`src/rtl/adc_tx_packer.sv`:
```
// rtl/adc_tx_packer.sv - ADC sample FIFO and tagged two-byte serialiser for an FT245-style write port
module adc_tx_packer #(
  parameter int DEPTH  = 16,
  parameter int ADDR_W = 4
) (
  input  logic              clk,
  input  logic              rst_n,
  input  logic              clr,
  input  logic [11:0]       dataAdc,
  input  logic              readyAdc,
  input  logic              txe_n,
  output logic [7:0]        data_out,
  output logic              wr_byte,
  output logic              busy,
  output logic [ADDR_W:0]   level,
  output logic              overflow
);

  typedef enum logic [1:0] {IDLE = 2'd0, HI = 2'd1, LO = 2'd2} state_e;

  localparam logic [ADDR_W:0] LEVEL_FULL = (ADDR_W + 1)'(DEPTH);

  logic              rdyD;
  logic [11:0]       mem [DEPTH];
  logic [ADDR_W-1:0] wrPtr, rdPtr;
  logic [11:0]       hold;
  state_e            state, stateNext;
  logic              push, pop, full, wrAccept;
  logic              wrNext;
  logic [7:0]        dataNext;

  assign full     = (level == LEVEL_FULL);
  assign push     = readyAdc & ~rdyD & ~clr;
  assign pop      = (state == IDLE) && (level != '0) && !clr;
  // A pop in the same cycle frees the slot, so a push at full still lands.
  assign wrAccept = push && (!full || pop);

  // Resetting to 1 stops a level already high at reset release from counting as an edge.
  always_ff @(posedge clk or negedge rst_n) begin
    if (!rst_n) rdyD <= 1'b1;
    else        rdyD <= readyAdc;
  end

  always_ff @(posedge clk) begin
    if (wrAccept) mem[wrPtr] <= dataAdc;
  end

  always_ff @(posedge clk or negedge rst_n) begin
    if (!rst_n) begin
      wrPtr    <= '0;
      rdPtr    <= '0;
      level    <= '0;
      overflow <= 1'b0;
    end else if (clr) begin
      wrPtr    <= '0;
      rdPtr    <= '0;
      level    <= '0;
      overflow <= 1'b0;
    end else begin
      if (wrAccept) wrPtr <= wrPtr + 1'b1;
      if (pop)      rdPtr <= rdPtr + 1'b1;
      if (wrAccept && !pop)      level <= level + 1'b1;
      else if (pop && !wrAccept) level <= level - 1'b1;
      if (push && !wrAccept) overflow <= 1'b1;
    end
  end

  always_ff @(posedge clk or negedge rst_n) begin
    if (!rst_n)   hold <= '0;
    else if (pop) hold <= mem[rdPtr];
  end

  always_ff @(posedge clk or negedge rst_n) begin
    if (!rst_n) state <= IDLE;
    else        state <= stateNext;
  end

  always_comb begin
    stateNext = state;
    if (clr) begin
      stateNext = IDLE;
    end else begin
      case (state)
        IDLE:    if (level != '0) stateNext = HI;
        HI:      if (!txe_n)      stateNext = LO;
        LO:      if (!txe_n)      stateNext = IDLE;
        default: stateNext = IDLE;
      endcase
    end
  end

  always_comb begin
    wrNext   = 1'b0;
    dataNext = data_out;
    if (!clr) begin
      case (state)
        HI: if (!txe_n) begin
          wrNext   = 1'b1;
          dataNext = {4'hA, hold[11:8]};
        end
        LO: if (!txe_n) begin
          wrNext   = 1'b1;
          dataNext = hold[7:0];
        end
        default: ;
      endcase
    end
  end

  always_ff @(posedge clk or negedge rst_n) begin
    if (!rst_n) begin
      wr_byte  <= 1'b0;
      data_out <= '0;
      busy     <= 1'b0;
    end else begin
      wr_byte  <= wrNext;
      data_out <= dataNext;
      busy     <= (stateNext != IDLE);
    end
  end

endmodule

```
`config.mk`:
```
export PLATFORM = sky130hd
export DESIGN_NAME = adc_tx_packer
export DESIGN_NICKNAME = d
export VERILOG_FILES = /design/src/rtl/adc_tx_packer.sv
export SDC_FILE = /design/constraint.sdc
export NUM_CORES = 1
export LEC_CHECK = 0
export CORE_AREA = 4 4 162 164
export CTS_BUF_LIST = sky130_fd_sc_hd__clkbuf_4
export DETAILED_ROUTE_END_ITERATION = 16
export DIE_AREA = 0 0 166 168
export GPL_ROUTABILITY_DRIVEN = 1
export PLACE_DENSITY = 0.56
export RECOVER_POWER = 50
export REMOVE_ABC_BUFFERS = 1
export SYNTH_ARGS = -nofsm -noshare
export SYNTH_HDL_FRONTEND = slang
export SYNTH_SLANG_ARGS = --single-unit
```
`constraint.sdc`:
```
create_clock -name clk -period 3.8 [get_ports clk]
set_clock_uncertainty 0.05 [all_clocks]
set_input_delay 0.76 -clock clk [delete_from_list [all_inputs] [get_ports clk]]
set_output_delay 0.76 -clock clk [all_outputs]
set_load 0.01 [all_outputs]
```
==> results.json, run 1 <==
{
  "final_nets": 611,
  "final_core_util_pct": 43.7,
  "slew_viol_final": 40,
  "slowest_stage": "clkbuf_1",
  "pwr-share-clk_pct": 31.1,
  "crit_arrival_ns": 3.60,
  "io-pin-count": 33,
  "grt_usage_pct": 14.8,
  "cpLargestDelayFamily": "buffers and inverters",
  "dr.pass1.iters": 4,
  "drive_gt1_share_pct": 29.0,
  "avgSynthCellArea_sq_um": 19.0,
  "synth_edf_count": 192,
  "worstSetupStartpointType": "primary input",
  "critPathBufInv": 2,
  "fin_crit_sh_pct": 81.5,
  "insertion_delay_ns": 0.66,
  "fin_crit_ns": 3.10,
  "setup_ws_ns": 0.703,
  "final_common_cell": "edfxtp_1",
  "syn_inst": 489,
  "drc": 0,
  "hold_class": "reg -> reg",
  "ctsResizeCount": 0,
  "ant_nets": 0,
  "via_per_inst": 5.06,
  "die_y_um": 168,
  "dp_slack_ns": 0.521,
  "grt_pass1_wl_mm": 31.2,
  "max-cap-violations": 1,
  "hpwl_mm": 13.0,
  "instances_no_fill": 954,
  "antenna_found_initial": 0,
  "dr_total_vias": 4830,
  "routabilityCongestion": 0.779,
  "drtIter0Drc": 262,
  "dp_cells": 849,
  "synth_flop_cell": "edfxtp_1",
  "ys_types": 45,
  "yosysSeqAreaShare_pct": 72.6,
  "netlist_area_sq_um": 9290,
  "path_max_fanout": 18,
  "ys_warn_count": 0,
  "p_comb_share_pct": 21.9,
  "rsz0062_at_grt": "false",
  "syn2layout_area_growth_pct": 17.1,
  "crit_type": "in -> reg",
  "powerDensity_nw_per_um2": 618,
  "num_antenna_cells": 0,
  "wirelength_mm": 20.4,
  "grt_max_degree": 40,
  "hold_violations": 0,
  "fill_cells": 2172,
  "endpoint_kind": "flop",
  "vdd_ir_drop_max_uv": 353,
  "dieWidth_um": 166,
  "post-cts-setup-buffer-count": 0,
  "die_area_sq_um": 27900,
  "clock-root-buffer": "clkbuf_4",
  "tightest_slew_ns": 2.14,
  "synth_seq_cells": 231,
  "cts_made_buffers": 59,
  "clk_pin_slew_ns": 0.07,
  "cts_tree": "yes",
  "power_leakage_nw": 3.68,
  "core_area_sq_um": 24900,
  "clockBufferDepth": 3,
  "internal-power_w": 0.00482,
  "clock-sinks": 231,
  "most-common-layout-cells": "edfxtp_1 (192), clkbuf_4 (91), mux4_2 (48)",
  "status": "finished, violations left",
  "fin_area_sq_um": 10900,
  "p_switching_w": 0.00190,
  "p_sw_share_pct": 28.3,
  "first_global_vias": 5209,
  "seq_power_share_pct": 46.9,
  "fmax_mhz": 323,
  "ys_async_sr_fraction_pct": 16.9,
  "multiInputGateArea_sq_um": 2410,
  "cts_max_level": 2,
  "fin_tns_setup_ns": 0,
  "grt.overflow.total": 0,
  "cp_slowest_stage_delay_ns": 0.66,
  "wl_per_cell_um": 21.4,
  "start_util_pct": 37.3,
  "placementRows": 58,
  "ctsHoldBuffers": 0,
  "slew_headroom_pct": -42.7,
  "portBuffers": 32,
  "path_cells": "dlygate4sd3_1, clkbuf_1, nor2b_1, o21ai_2, nand2_1, ha_1, a21oi_1, a211oi_1, a221o_1, o22ai_1",
  "setup_viol": 0,
  "placedInstanceArea_sq_um": 10100,
  "violations": "max-capacitance violations, max-slew violations",
  "cp.required_ns": 4.31,
  "seqCellArea_sq_um": 6750
}
stage by stage:
stage	hold slack (ns)	total power, W
after detailed placement	0.424	0.00473
after global routing	0.465	0.00713
final	0.440	0.00672
after CTS	0.150	0.00686
after global placement	0.418	0.00468
after floorplan	0.405	0.00413
layout make-up:
type | instances | share of cell area (%)
Clock buffer | 91 | 6.28
Sequential cell | 231 | 62.0
Multi-Input combinational cell | 224 | 22.2
Inverter | 8 | 0.276
Tap cell | 330 | 3.80
Timing Repair Buffer | 56 | 4.62
Clock inverter | 14 | 0.794
registers in the layout (all words and copies together) (netlist names), 2 cells and up:
signal	count
state	2
data_out	8
wrPtr	4
rdPtr	4
mem	192
hold	12
level	5
power groups by stage:
stage               clock (W)  sequential (W)  combinational [W]
detailed placement          0         0.00322            0.00151
floorplan                   0         0.00322           0.000908
finish                0.00209         0.00315            0.00147
CTS                   0.00218         0.00317            0.00151
global placement            0         0.00321            0.00147
global route          0.00233         0.00320            0.00160
path summary, 6_finish.rpt:
check | startpoint | end | slack (ns) | cells past startpoint
max reg2reg | level[1] | level[4] | 0.94 | 8
max | clr | level[4] | 0.70 | 10
max in group asynchronous | rst_n | rdPtr[1] | 1.51 | 1
min reg2reg | data_out[6] | data_out[6] | 0.44 | 1
min | data_out[6] | data_out[6] | 0.44 | 1
min in group asynchronous | rst_n | state[0] | 0.68 | 1
per-layer routing:
layer  up-vias  wire length, um  GRT usage (%)  part of all wire [%]
li1       2193                -              -                     -
met1      2491             9300           20.4                    46
met2       122             9830           23.4                    48
met3        24              962           3.62                   4.7
met4         0              339           4.56                   1.7
met5         -                0              0                     0
cell families (layout without fill, tap and decap cells):
family | count (synthesis) | after routing | synth area share (%)
fa+ha+maj | 14 | 14 | 1.97
compound gates | 49 | 49 | 4.03
xor+xnor | 7 | 7 | 0.660
flops | 231 | 231 | 72.6
buf+inv | 34 | 169 | 1.59
mux | 82 | 82 | 15.4
simple gates | 72 | 72 | 3.84
worst register-to-register path: cells and delay by family (launching register included):
kind	cells	cell delay (ns)
AOI/OAI and AO/OA	5	1.01
DFF	1	0.45
and+or+nand+nor	2	0.90
adders and majority gates	1	0.37
cells in the mapped netlist (all sizes together), types with 2 or more instances:
cell | number | share of area (%)
buf | 12 | 0.70
mux4 | 48 | 12
nor2 | 18 | 0.73
ha | 13 | 1.8
o21ai | 9 | 0.65
dfrtp | 38 | 10
o22a | 2 | 0.19
and3 | 2 | 0.13
xnor2 | 4 | 0.38
inv | 8 | 0.32
nor3b | 2 | 0.16
mux2 | 4 | 0.48
a21o | 2 | 0.16
or2 | 2 | 0.13
o221ai | 12 | 1.1
and2 | 11 | 0.74
o211ai | 3 | 0.24
nor4 | 5 | 0.34
mux2i | 30 | 3.2
a211oi | 4 | 0.32
a32o | 2 | 0.22
nand3 | 5 | 0.27
xor2 | 3 | 0.28
nand2 | 20 | 0.81
clkbuf | 14 | 0.57
a21oi | 7 | 0.38
nor2b | 4 | 0.27
o21a | 2 | 0.16
edfxtp | 192 | 62
Note: power is estimated with default switching activity, not from simulation.
==> inputs of run 2 (changes only) <==
- clock period: 3.8 -> 3.02 ns (I/O delays scaled with it)
==> run 2 against run 1 <==
Against the previous run:
- the run still ends with max-capacitance violations, max-slew violations left
- first-iteration DRC count is 26% higher
- cell area is 1.8% higher
- register-to-register slack worse by 0.55 ns
- flip-flop and latch count stayed put
==> results.json, run 2 (same netlist as run 1, synthesis figures left out) <==
{
  "status": "finished, violations left",
  "violations": "max-capacitance violations, max-slew violations",
  "wl_per_cell_um": 20.6,
  "start_util_pct": 37.3,
  "reg2reg_depth": 9,
  "antenna_found_initial": 1,
  "dp_slack_ns": -0.00714,
  "powerDensity_nw_per_um2": 758,
  "portBuffers": 32,
  "ctsResizeCount": 0,
  "worst_r2r_startpoint": "level[0]",
  "clockBufferDepth": 3,
  "drive_gt1_share_pct": 31.3,
  "final_nets": 631,
  "grt_max_degree": 31,
  "fin_tns_setup_ns": 0,
  "dr_total_vias": 4978,
  "num_antenna_cells": 0,
  "crit_start": "clr",
  "fin_crit_ns": 2.73,
  "die_y_um": 168,
  "rsz0062_at_grt": "false",
  "placedInstanceArea_sq_um": 10300,
  "grt.overflow.total": 0,
  "most-common-layout-cells": "edfxtp_1 (192), clkbuf_4 (89), mux4_2 (48)",
  "grt_usage_pct": 14.7,
  "p_comb_share_pct": 23.4,
  "slowest_stage": "clkbuf_1",
  "slew_headroom_pct": -15.6,
  "cts_tree": "yes",
  "r2r_end": "level[3]",
  "vdd_ir_drop_max_uv": 402,
  "tightest_slew_ns": 1.73,
  "worstSetupStartpointType": "primary input",
  "fin_area_sq_um": 11100,
  "fmax_mhz": 366,
  "clock-sinks": 231,
  "critPathCapture": "level[3]",
  "setup_ws_ns": 0.287,
  "dr.pass1.iters": 4,
  "cts_max_level": 2,
  "internal-power_w": 0.00601,
  "crit_arrival_ns": 3.23,
  "io-pin-count": 33,
  "ctsHoldBuffers": 1,
  "multiInputGateArea_sq_um": 2430,
  "dieWidth_um": 166,
  "worstHoldPathCells": 2,
  "die_area_sq_um": 27900,
  "pwr-share-clk_pct": 30.5,
  "report.power.total_w": 0.00839,
  "crit_type": "in -> reg",
  "routabilityCongestion": 0.796,
  "insertion_delay_ns": 0.68,
  "drc": 0,
  "ant_nets": 0,
  "first_global_vias": 5522,
  "grt.busiest_layer": "met2",
  "cp.required_ns": 3.51,
  "grt_pass1_wl_mm": 31.6,
  "path_cells": "clkdlybuf4s50_1, clkbuf_1, nor2b_1, o21ai_2, nand2_1, buf_4, ha_1, nand3_1, a21o_1, a21oi_1, mux2_2",
  "grt_use_met1_pct": 19.2,
  "largestRegisters": "mem (192), hold (12), data_out (8)",
  "slew_viol_final": 26,
  "p_sw_share_pct": 28.3,
  "seqCellArea_sq_um": 6750,
  "fill_cells": 2185,
  "setup_viol": 0,
  "hpwl_mm": 12.8,
  "largest-register": "mem",
  "via_per_inst": 5.10,
  "final_common_cell": "edfxtp_1",
  "met3_usage_pct": 3.92,
  "p_switching_w": 0.00238,
  "core_area_sq_um": 24900,
  "seq_power_share_pct": 46.1,
  "endpoint_kind": "flop",
  "placementRows": 58,
  "largest_reg_flops": 192,
  "met2_usage_pct": 24.4,
  "clk_pin_slew_ns": 0.06,
  "drtIter0Drc": 329,
  "cp_slowest_stage_delay_ns": 0.64,
  "cts_made_buffers": 57,
  "fin_crit_sh_pct": 90.5,
  "r2r_slack_ns": 0.39,
  "path_max_fanout": 18,
  "wirelength_mm": 20.1,
  "max-cap-violations": 1,
  "post-cts-setup-buffer-count": 0,
  "clock-root-buffer": "clkbuf_4",
  "hold_class": "reg -> reg",
  "hold_violations": 0,
  "syn2layout_area_growth_pct": 19.1,
  "power_leakage_nw": 3.78
}
-- run 2: metrics by stage --
| step | hold slack, ns | util (%) | instances |
|---|---|---|---|
| floorplan | 0.258 | - | 463 |
| global placement | 0.418 | 41.5 | 870 |
| detailed placement | 0.424 | 41.5 | 870 |
| CTS | 0.414 | 44.5 | 976 |
| global route | 0.460 | 44.5 | 976 |
| finish | 0.436 | 44.5 | 976 |
-- run 2: layer usage --
| layer | part of all wire [%] | routed length, um |
|---|---|---|
| met1 | 42 | 8500 |
| met2 | 50 | 10000 |
| met3 | 5.5 | 1110 |
| met4 | 2.1 | 422 |
| met5 | 0.055 | 11 |
-- run 2: area by class of cell --
type	count	area share [%]
clock buffer	89	6.04
clock inverter	16	0.678
inverter	8	0.271
multi-input combinational	224	21.9
sequential	231	61.0
tap	330	3.73
timing repair buffer	78	6.41
-- run 2: worst min path at each step --
stage	start	endpoint	slack (ns)
after floorplan	rst_n	busy	0.26
after global placement	data_out[3]	data_out[3]	0.42
after detailed placement	data_out[3]	data_out[3]	0.42
after CTS	readyAdc	rdyD	0.41
after global routing	data_out[3]	data_out[3]	0.46
final	data_out[3]	data_out[3]	0.44
-- run 2: worst max-delay path, delay by kind of cell --
| family | cells | cell delay [ns] |
|---|---|---|
| buffers and inverters | 3 | 1.29 |
| adders and majority gates | 1 | 0.30 |
| muxes | 1 | 0.29 |
| AOI/OAI and AO/OA | 3 | 0.30 |
| and+or+nand+nor | 3 | 0.44 |
-- run 2: power groups by stage --
| stage | clock network (W) | logic (W) | registers, W |
|---|---|---|---|
| 3_5_place_dp | 0 | 0.00200 | 0.00395 |
| 6_report | 0.00256 | 0.00197 | 0.00387 |
| 3_3_place_gp | 0 | 0.00196 | 0.00394 |
| 4_1_cts | 0.00265 | 0.00201 | 0.00388 |
| 2_1_floorplan | 0 | 0.00114 | 0.00405 |
| 5_1_grt | 0.00284 | 0.00215 | 0.00392 |
==> inputs of run 3 (changes only) <==
- PLACE_DENSITY: 0.56 -> default
==> run 3 against run 2 <==
Against the previous run:
- the flow still finishes with violations (max-capacitance violations, max-slew violations)
- combinational power is 5% lower
- sequential power is 1% higher
- worst hold slack hardly changed
- first-iteration DRC count is 6.7% lower
- non-clock buffer count is 3 lower
- total power is 0.92% lower
- sequential share of layout area is 0.055 points higher
- largest power group unchanged
==> results.json, run 3 (same netlist as run 1, synthesis figures left out) <==
{
  "status": "finished, violations left",
  "violations": "max-capacitance violations, max-slew violations",
  "start_util_pct": 37.3,
  "crit_arrival_ns": 3.16,
  "hold_violations": 0,
  "placementRows": 58,
  "clock-sinks": 231,
  "fmax_mhz": 372,
  "final_nets": 628,
  "worst_r2r_startpoint": "level[1]",
  "cts_made_buffers": 57,
  "slew_viol_final": 40,
  "hold_end": "hold[9]",
  "final_common_cell": "edfxtp_1",
  "clock-root-buffer": "clkbuf_4",
  "slew_headroom_pct": -52.0,
  "max-cap-violations": 1,
  "vdd_ir_drop_max_uv": 284,
  "cp_slowest_stage_delay_ns": 0.61,
  "critPathBufInv": 0,
  "cpLargestDelayFamily": "compound AO/OA/AOI/OAI gates",
  "cp.required_ns": 3.49,
  "largestRegisters": "mem (192), hold (12), data_out (8)",
  "grt_use_met1_pct": 19.4,
  "report.power.total_w": 0.00831,
  "fin_area_sq_um": 11100,
  "io-pin-count": 33,
  "drc": 0,
  "clk_pin_slew_ns": 0.07,
  "cts_max_level": 2,
  "placedInstanceArea_sq_um": 10300,
  "hold_class": "reg -> reg",
  "routabilityCongestion": 0.859,
  "core_area_sq_um": 24900,
  "antenna_found_initial": 0,
  "final_core_util_pct": 44.4,
  "die_y_um": 168,
  "largest_reg_flops": 192,
  "grt_pass1_wl_mm": 30.2,
  "setup_viol": 0,
  "num_antenna_cells": 0,
  "hpwl_mm": 12.2,
  "slowest_stage": "or4_1",
  "grt_usage_pct": 14.0,
  "crit_type": "reg -> reg",
  "powerDensity_nw_per_um2": 752,
  "rsz0062_at_grt": "false",
  "clockBufferDepth": 3,
  "cts_tree": "yes",
  "grt.overflow.total": 0,
  "grt_max_degree": 40,
  "r2r_end": "level[4]",
  "met2_usage_pct": 22.5,
  "endpoint_kind": "flop",
  "worstHoldPathCells": 2,
  "grt.busiest_layer": "met2",
  "fin_crit_ns": 2.69,
  "met3_usage_pct": 3.50,
  "dr.pass1.iters": 5,
  "hold_slack_ns": 0.436,
  "reg2reg_depth": 8,
  "syn2layout_area_growth_pct": 19.0,
  "r2r_slack_ns": 0.33,
  "power_leakage_nw": 3.77,
  "most-common-layout-cells": "edfxtp_1 (192), clkbuf_4 (89), mux4_2 (48)",
  "multiInputGateArea_sq_um": 2420,
  "fill_cells": 2175,
  "ctsHoldBuffers": 0,
  "fin_crit_sh_pct": 89.1,
  "insertion_delay_ns": 0.66,
  "wirelength_mm": 19.6,
  "path_cells": "or4_1, o21ai_2, nand2_1, ha_1, a21oi_1, a211oi_1, a221o_1, o22ai_1",
  "dr_total_vias": 4960,
  "drive_gt1_share_pct": 30.9,
  "seqCellArea_sq_um": 6750,
  "die_area_sq_um": 27900,
  "via_per_inst": 5.09,
  "dieWidth_um": 166,
  "first_global_vias": 5145,
  "ant_nets": 0,
  "path_max_fanout": 6,
  "largest-register": "mem",
  "drtIter0Drc": 307,
  "worstSetupStartpointType": "flop",
  "hp-start": "hold[9]",
  "portBuffers": 32,
  "wl_per_cell_um": 20.1,
  "tightest_slew_ns": 2.28
}
-- run 3: cell count changes in the layout (fill, tap and decap cells not counted) --
cell,previous run,this run
ha_1,13,12
clkbuf_1,5,2
clkinv_1,8,14
o21ai_0,6,7
clkinv_2,5,2
o21ai_4,1,0
clkinvlp_4,1,0
dlygate4sd3_1,14,13
buf_12,5,6
ha_2,0,1
-- run 3: worst max-delay path by stage --
stage	startpoint	to	slack, ns	cells past startpoint
floorplan	rdPtr[1]	hold[8]	-0.11	3
global placement	readyAdc	level[4]	0.04	9
detailed placement	readyAdc	level[4]	-0.08	9
CTS	state[1]	level[4]	0.25	10
global route	level[0]	level[4]	0.11	8
finish	level[1]	level[4]	0.33	8
-- run 3: layout make-up --
cell class,count,area share (%)
clock buffers,89,6.04
well taps,330,3.73
clock inverters,18,0.679
repair buffers,75,6.40
flip-flops and latches,231,61.0
inverters,8,0.272
multi-input cells,224,21.9
-- run 3: repair_timing --
| action | 4_1_cts | 5_1_grt |
|---|---|---|
| resized for setup | 0 | 1 |
| hold endpoints to repair | 0 | 0 |
| buffers inserted | 0 | 0 |
| setup endpoints to repair | 0 | 1 |
-- run 3: routing by layer --
metal,part of all wire (%),vias up
met5,0,-
met3,5.7,33
li1,-,2224
met1,45,2544
met4,1.5,0
met2,48,159
-- run 3: metrics by stage --
stage	instances	TNS (ns)	worst slack, ns
global route	975	0	0.110
detailed placement	868	-0.0761	-0.0761
global placement	868	0	0.0389
finish	975	0	0.329
floorplan	463	-1.14	-0.109
CTS	975	0	0.251
-- run 3: power breakdown --
part           switching [W]  internal [W]  total [W]
Combinational       0.000874       0.00100    0.00188
Sequential          0.000258       0.00365    0.00391
Clock                0.00119       0.00135    0.00253
Total                0.00232       0.00600    0.00831
-- run 3: worst register-to-register path, delay by kind of cell, from the launching register on --
family | cells | cell delay (ns)
AOI/OAI and AO/OA | 5 | 0.95
adders and majority gates | 1 | 0.35
DFF | 1 | 0.46
and+or+nand+nor | 2 | 0.75
